### src/rtl/ddr3_burst_tester.sv
// Self-checking DDR3 traffic generator: writes an address-derived pattern burst, reads it back,
// compares every beat and walks the test region, tracking error and pass counts.
module ddr3_burst_tester #(
    parameter int unsigned MEM_DATA_BITS = 64,
    parameter int unsigned ADDR_BITS     = 24,
    parameter int unsigned BURST_LEN     = 128,
    parameter int unsigned ADDR_LIMIT    = 'h100000
) (
    input  logic                     mem_clk,
    input  logic                     rst,
    input  logic                     calib_done,
    output logic                     wr_burst_req,
    output logic [9:0]               wr_burst_len,
    output logic [ADDR_BITS-1:0]     wr_burst_addr,
    input  logic                     wr_burst_data_req,
    output logic [MEM_DATA_BITS-1:0] wr_burst_data,
    input  logic                     wr_burst_finish,
    output logic                     rd_burst_req,
    output logic [9:0]               rd_burst_len,
    output logic [ADDR_BITS-1:0]     rd_burst_addr,
    input  logic                     rd_burst_data_valid,
    input  logic [MEM_DATA_BITS-1:0] rd_burst_data,
    input  logic                     rd_burst_finish,
    output logic                     error,
    output logic                     error_flag,
    output logic [15:0]              error_cnt,
    output logic [15:0]              pass_cnt,
    output logic [1:0]               state
);

    typedef enum logic [1:0] {
        StIdle  = 2'd0,
        StWrite = 2'd1,
        StRead  = 2'd2,
        StCheck = 2'd3
    } state_e;

    localparam int unsigned          Reps       = MEM_DATA_BITS / 16;
    localparam logic [ADDR_BITS:0]   BurstStep  = (ADDR_BITS + 1)'(BURST_LEN);
    localparam logic [ADDR_BITS:0]   AddrLimit  = (ADDR_BITS + 1)'(ADDR_LIMIT);
    localparam logic [15:0]          BurstBeats = 16'(BURST_LEN);

    // Beat k of the burst at address a: low 16 bits of (a + k), inverted on odd passes.
    function automatic logic [MEM_DATA_BITS-1:0] pattern(input logic [15:0] a,
                                                         input logic [15:0] k,
                                                         input logic        par);
        logic [15:0] w;
        w = (a + k) ^ {16{par}};
        return {Reps{w}};
    endfunction

    state_e                   state_q, state_d;
    logic [ADDR_BITS-1:0]     addr_q, addr_d;
    logic                     parity_q, parity_d;
    logic [15:0]              wr_beat_q, wr_beat_d;
    logic [15:0]              rd_beat_q, rd_beat_d;
    logic                     wr_req_q, wr_req_d;
    logic                     rd_req_q, rd_req_d;
    logic [ADDR_BITS-1:0]     wr_addr_q, wr_addr_d;
    logic [ADDR_BITS-1:0]     rd_addr_q, rd_addr_d;
    logic [MEM_DATA_BITS-1:0] wr_data_q, wr_data_d;
    logic                     error_q, error_d;
    logic                     error_flag_q, error_flag_d;
    logic [15:0]              error_cnt_q, error_cnt_d;
    logic [15:0]              pass_cnt_q, pass_cnt_d;
    logic [ADDR_BITS:0]       next_addr;

    always_comb begin
        state_d      = state_q;
        addr_d       = addr_q;
        parity_d     = parity_q;
        wr_beat_d    = wr_beat_q;
        rd_beat_d    = rd_beat_q;
        wr_req_d     = wr_req_q;
        rd_req_d     = rd_req_q;
        wr_addr_d    = wr_addr_q;
        rd_addr_d    = rd_addr_q;
        wr_data_d    = wr_data_q;
        error_d      = 1'b0;
        error_flag_d = error_flag_q;
        error_cnt_d  = error_cnt_q;
        pass_cnt_d   = pass_cnt_q;
        next_addr    = {1'b0, addr_q} + BurstStep;

        case (state_q)
            StIdle: begin
                if (calib_done) begin
                    state_d   = StWrite;
                    wr_req_d  = 1'b1;
                    wr_addr_d = addr_q;
                    wr_beat_d = 16'd0;
                    wr_data_d = pattern(16'(addr_q), 16'd0, parity_q);
                end
            end
            StWrite: begin
                if (wr_burst_data_req) begin
                    wr_beat_d = wr_beat_q + 16'd1;
                    wr_data_d = pattern(16'(addr_q), wr_beat_q + 16'd1, parity_q);
                end
                if (wr_burst_finish) begin
                    wr_req_d  = 1'b0;
                    rd_req_d  = 1'b1;
                    rd_addr_d = addr_q;
                    state_d   = StRead;
                end
            end
            StRead: begin
                // A beat arriving alongside finish is still checked.
                if (rd_burst_data_valid) begin
                    if (rd_burst_data != pattern(16'(addr_q), rd_beat_q, parity_q)) begin
                        error_d = 1'b1;
                    end
                    rd_beat_d = rd_beat_q + 16'd1;
                end
                if (rd_burst_finish) begin
                    rd_req_d = 1'b0;
                    state_d  = StCheck;
                end
            end
            StCheck: begin
                if (rd_beat_q != BurstBeats) begin
                    error_d = 1'b1;
                end
                wr_beat_d = 16'd0;
                rd_beat_d = 16'd0;
                if (next_addr >= AddrLimit) begin
                    addr_d     = '0;
                    parity_d   = ~parity_q;
                    pass_cnt_d = pass_cnt_q + 16'd1;
                end else begin
                    addr_d = next_addr[ADDR_BITS-1:0];
                end
                if (calib_done) begin
                    state_d   = StWrite;
                    wr_req_d  = 1'b1;
                    wr_addr_d = addr_d;
                    wr_data_d = pattern(16'(addr_d), 16'd0, parity_d);
                end else begin
                    state_d = StIdle;
                end
            end
            default: state_d = StIdle;
        endcase

        if (error_d) begin
            error_flag_d = 1'b1;
            if (error_cnt_q != 16'hFFFF) begin
                error_cnt_d = error_cnt_q + 16'd1;
            end
        end
    end

    always_ff @(posedge mem_clk) begin
        if (rst) begin
            state_q      <= StIdle;
            addr_q       <= '0;
            parity_q     <= 1'b0;
            wr_beat_q    <= '0;
            rd_beat_q    <= '0;
            wr_req_q     <= 1'b0;
            rd_req_q     <= 1'b0;
            wr_addr_q    <= '0;
            rd_addr_q    <= '0;
            wr_data_q    <= '0;
            error_q      <= 1'b0;
            error_flag_q <= 1'b0;
            error_cnt_q  <= '0;
            pass_cnt_q   <= '0;
        end else begin
            state_q      <= state_d;
            addr_q       <= addr_d;
            parity_q     <= parity_d;
            wr_beat_q    <= wr_beat_d;
            rd_beat_q    <= rd_beat_d;
            wr_req_q     <= wr_req_d;
            rd_req_q     <= rd_req_d;
            wr_addr_q    <= wr_addr_d;
            rd_addr_q    <= rd_addr_d;
            wr_data_q    <= wr_data_d;
            error_q      <= error_d;
            error_flag_q <= error_flag_d;
            error_cnt_q  <= error_cnt_d;
            pass_cnt_q   <= pass_cnt_d;
        end
    end

    assign wr_burst_req  = wr_req_q;
    assign wr_burst_len  = 10'(BURST_LEN);
    assign wr_burst_addr = wr_addr_q;
    assign wr_burst_data = wr_data_q;
    assign rd_burst_req  = rd_req_q;
    assign rd_burst_len  = 10'(BURST_LEN);
    assign rd_burst_addr = rd_addr_q;
    assign error         = error_q;
    assign error_flag    = error_flag_q;
    assign error_cnt     = error_cnt_q;
    assign pass_cnt      = pass_cnt_q;
    assign state         = state_q;

endmodule

### config.mk
export PLATFORM = sky130hd
export DESIGN_NAME = ddr3_burst_tester
export DESIGN_NICKNAME = d
export VERILOG_FILES = /design/src/rtl/ddr3_burst_tester.sv
export SDC_FILE = /design/constraint.sdc
export NUM_CORES = 1
export LEC_CHECK = 0
export CAP_MARGIN = 0
export CORE_ASPECT_RATIO = 0.6
export CORE_UTILIZATION = 49
export CTS_CLUSTER_DIAMETER = 30
export CTS_CLUSTER_SIZE = 25
export DETAILED_ROUTE_END_ITERATION = 6
export DONT_BUFFER_PORTS = 1
export PLACE_DENSITY = 0.71
export SYNTH_ARGS = -nofsm -noshare
export SYNTH_HDL_FRONTEND = slang
export SYNTH_SLANG_ARGS = --single-unit
### constraint.sdc
create_clock -name mem_clk -period 6.19 [get_ports mem_clk]
set_clock_uncertainty 0.2 [all_clocks]
set_input_delay 1.857 -clock mem_clk [delete_from_list [all_inputs] [get_ports mem_clk]]
set_output_delay 1.857 -clock mem_clk [all_outputs]
set_load 0.02 [all_outputs]
==> impl_results.md <==
* Port buffer count at 0
* Outcome: finished clean
* TritonCTS clock tree: built
* Crit. End Element: register
* Post-synth EDFFs at 0
* Pin count of the biggest net entering global routing at 139
* Clock sink count at 159
* Detailed Place HPWL at 21000 um
* First-pass GRT wire length at 44100 um
* DP Cell Count at 1467
* Worst Setup EP: error_cnt[4]
* Area Growth Syn to Fin at 2.58%
* Worst Setup SP: rd_burst_data[1]
* Ant diodes at 0
* H-tree levels at 4
* CTS root buf: clkbuf_16
* Startpoint types: input port
* PwrDens at 311 nW/um^2
* R2r startpoint: wr_beat_q[0]
* Critical Path AT at 4530 ps
* Initial DRC count at 1100
* Seq/Total Area, Yosys at 31.4%
* IO Pins at 241
* Setup violations, final at 0
* Vias in the first global route at 8050
* Post-CTS Repair Setup Buffers at 0
* Slew @ Worst Pin at 1110 ps
* Avg Inst Size Synth at 7.81 sq um
* Most area-consuming cells after synthesis: dfxtp_1 (31%), nand2_1 (5.3%), nor2_1 (5.1%)
* Worst skew pair latency at 430 ps
* Slew margin rel. at 25.2%
* Worst-case clock buffer depth at 2
* Router iterations before antenna repair at 5
* DRC at 0
* Share of layout cells above drive strength 1 at 5.71%
* R2r endpoint: wr_burst_data[62]
* Routability cong. at 0.959
* Syn Inst Count at 1300
* Post-route minimum period at 4420 ps
* Leakage at 3.92 nW
* Final critical-path share of the clock period at 71.4%
* Post-DR vias/cell at 6.05
* F_max at 226 MHz
* Yosys top cell area share at 31.4%
* Placed Area at 9860 sq um
* Design Area, Final at 10400 sq um
* Tot GR Track Use at 26.1%
* Flop2flop setup slack at 1890 ps
* Async SR Flop Fraction at 0%
* DIE HEIGHT at 113 um
* Post-synth top area cell: dfxtp_1
* ANT nets after route at 0
* Num CTS Buffers at 17
* WL per Instance at 18.8 um
* Final Non-Filler Cells at 1499
* Antenna violations before repair at 0
* Grt total ovfl at 0
* Die area at 21300 sq um
* Seq cells post-synth at 159
* Hold Crit Class: register to register
* Crit Path Category: input port to register
* Final Hold Fails at 0
* RSZ-0062 raised after global routing: false
* Fin. max-slew vios at 0
* Fin nets at 1327
* WP data required at 6300 ps
* Max VDD drop at 262 uV
* Post-CTS resize count at 0
* Total wire length at 28200 um
* Max-Cap Viols at 0
* Top_reg_cell synth: dfxtp_1
* Placeable Area at 20200 sq um
* Die Wd at 188 um
* Vias at 9064
* Worst r2r path cells at 15
* Synth unique cells at 78
* Initial Utilization at 50.3%
* Mapped cell area at 10200 sq um
* Setup TNS at 0 ps
* Synth warnings at 0
* Worst-path clk slew at 70 ps
* FP Rows at 40
* Crit Path Max Fanout at 13
* CTS hold repair buffers at 0
## area by class of cell
class	instances	area (sq um)
Sequential cell	159	3180
Tap cell	273	342
Timing Repair Buffer	11	82.6
Multi-Input combinational cell	995	6140
Fill cell	1933	9760
Clock buffer	17	425
Inverter	29	109
Clock inverter	15	125
## sequential cells by signal (all words and copies together) (netlist names)
signal and count:
error 1, error_cnt 16, state 2, rd_beat_q 16, wr_burst_data 16, wr_burst_addr 24
error_flag 1, wr_burst_req 1, addr_q 24, rd_burst_req 1, parity_q 1, rd_burst_addr 24
wr_beat_q 16, pass_cnt 16
## metal layers
layer / wire length [um] / vias to the layer above / global-route usage [%]
li1: - / 4345 / -
met3: 2750 / 32 / 6.77
met4: 398 / 0 / 7.53
met1: 13400 / 4265 / 38.7
met5: 0 / - / 0
met2: 11700 / 422 / 36.8
## where the power goes
part | internal [mW] | switching [mW] | total, mW
combinational | 0.219 | 0.499 | 0.717
clock | 0.525 | 0.475 | 1.00
sequential | 1.11 | 0.410 | 1.52
total | 1.86 | 1.38 | 3.24
## how the worst min path moves through the flow
stage,start,to,slack [ps],cells after the start
2_1_floorplan,wr_beat_q[1],wr_beat_q[1],250,2
3_3_place_gp,wr_beat_q[1],wr_beat_q[1],250,2
3_5_place_dp,wr_beat_q[1],wr_beat_q[1],270,2
4_1_cts,wr_beat_q[1],wr_beat_q[1],280,2
5_1_grt,addr_q[19],rd_burst_addr[19],300,2
6_report,addr_q[19],rd_burst_addr[19],280,2
## synthesized netlist by cell type (all sizes together) (4+ instances only)
master and number:
clkbuf 51, nor3 40, o31ai 7, nand2b 6, o21a 12, or3 20
ha 41, nand2 142, or4 12, nor2 139, buf 84, a211oi 33
xor2 41, nor2b 20, o311ai 4, mux2i 18, and2 13, dfxtp 159
a21o 14, and3 30, and4 4, nor4 18, o21ai 61, mux2 7
xnor2 48, nand4 22, a22oi 12, a31oi 7, nand3 52, a21oi 101
inv 28
## metrics by stage
| stage | hold slack (ps) | utilization, % | total power, mW | worst slack, ps |
|---|---|---|---|---|
| floorplan | 249 | - | 2.22 | 1680 |
| global placement | 253 | 48.9 | 2.22 | 1370 |
| detailed placement | 272 | 48.9 | 2.24 | 1320 |
| CTS | 281 | 51.6 | 3.23 | 1770 |
| global route | 304 | 51.6 | 3.39 | 1440 |
| finish | 284 | 51.6 | 3.24 | 1770 |
## cell usage in the layout, fill, tap and decap left out, drive strengths merged, types with 13 or more instances in the layout
cell type,n
dfxtp,159
nand2,142
nor2,139
a21oi,101
o21ai,61
nand3,52
xnor2,48
xor2,41
ha,41
nor3,40
inv,36
a211oi,33
and3,30
nand4,22
nor2b,20
or3,20
conb,20
mux2i,18
nor4,18
clkbuf,17
a21o,14
and2,13
## cell families (layout without fill, tap and decap cells)
family                   Yosys count  in the layout  share of synthesized area [%]
AO/OA/AOI/OAI                    289            289                           18.7
XOR/XNOR                          89             89                           7.68
adder cells (fa/ha/maj)           43             43                           5.45
buffers and inverters            164             72                           8.81
flip-flops                       159            159                           31.4
multiplexers                      25             25                           2.63
other                              2             20                         0.0740
AND/OR/NAND/NOR                  529            529                           25.3
## worst max-delay path, stage by stage
cell	delay [ps]
or4_1	510
mux2i_1	140
o21ai_1	90
a2111oi_2	250
nand4_1	190
a2111oi_4	410
o2111ai_4	250
o21ai_4	390
nor3_1	120
mux2_1	320
Note: power is estimated with default switching activity, not from simulation.
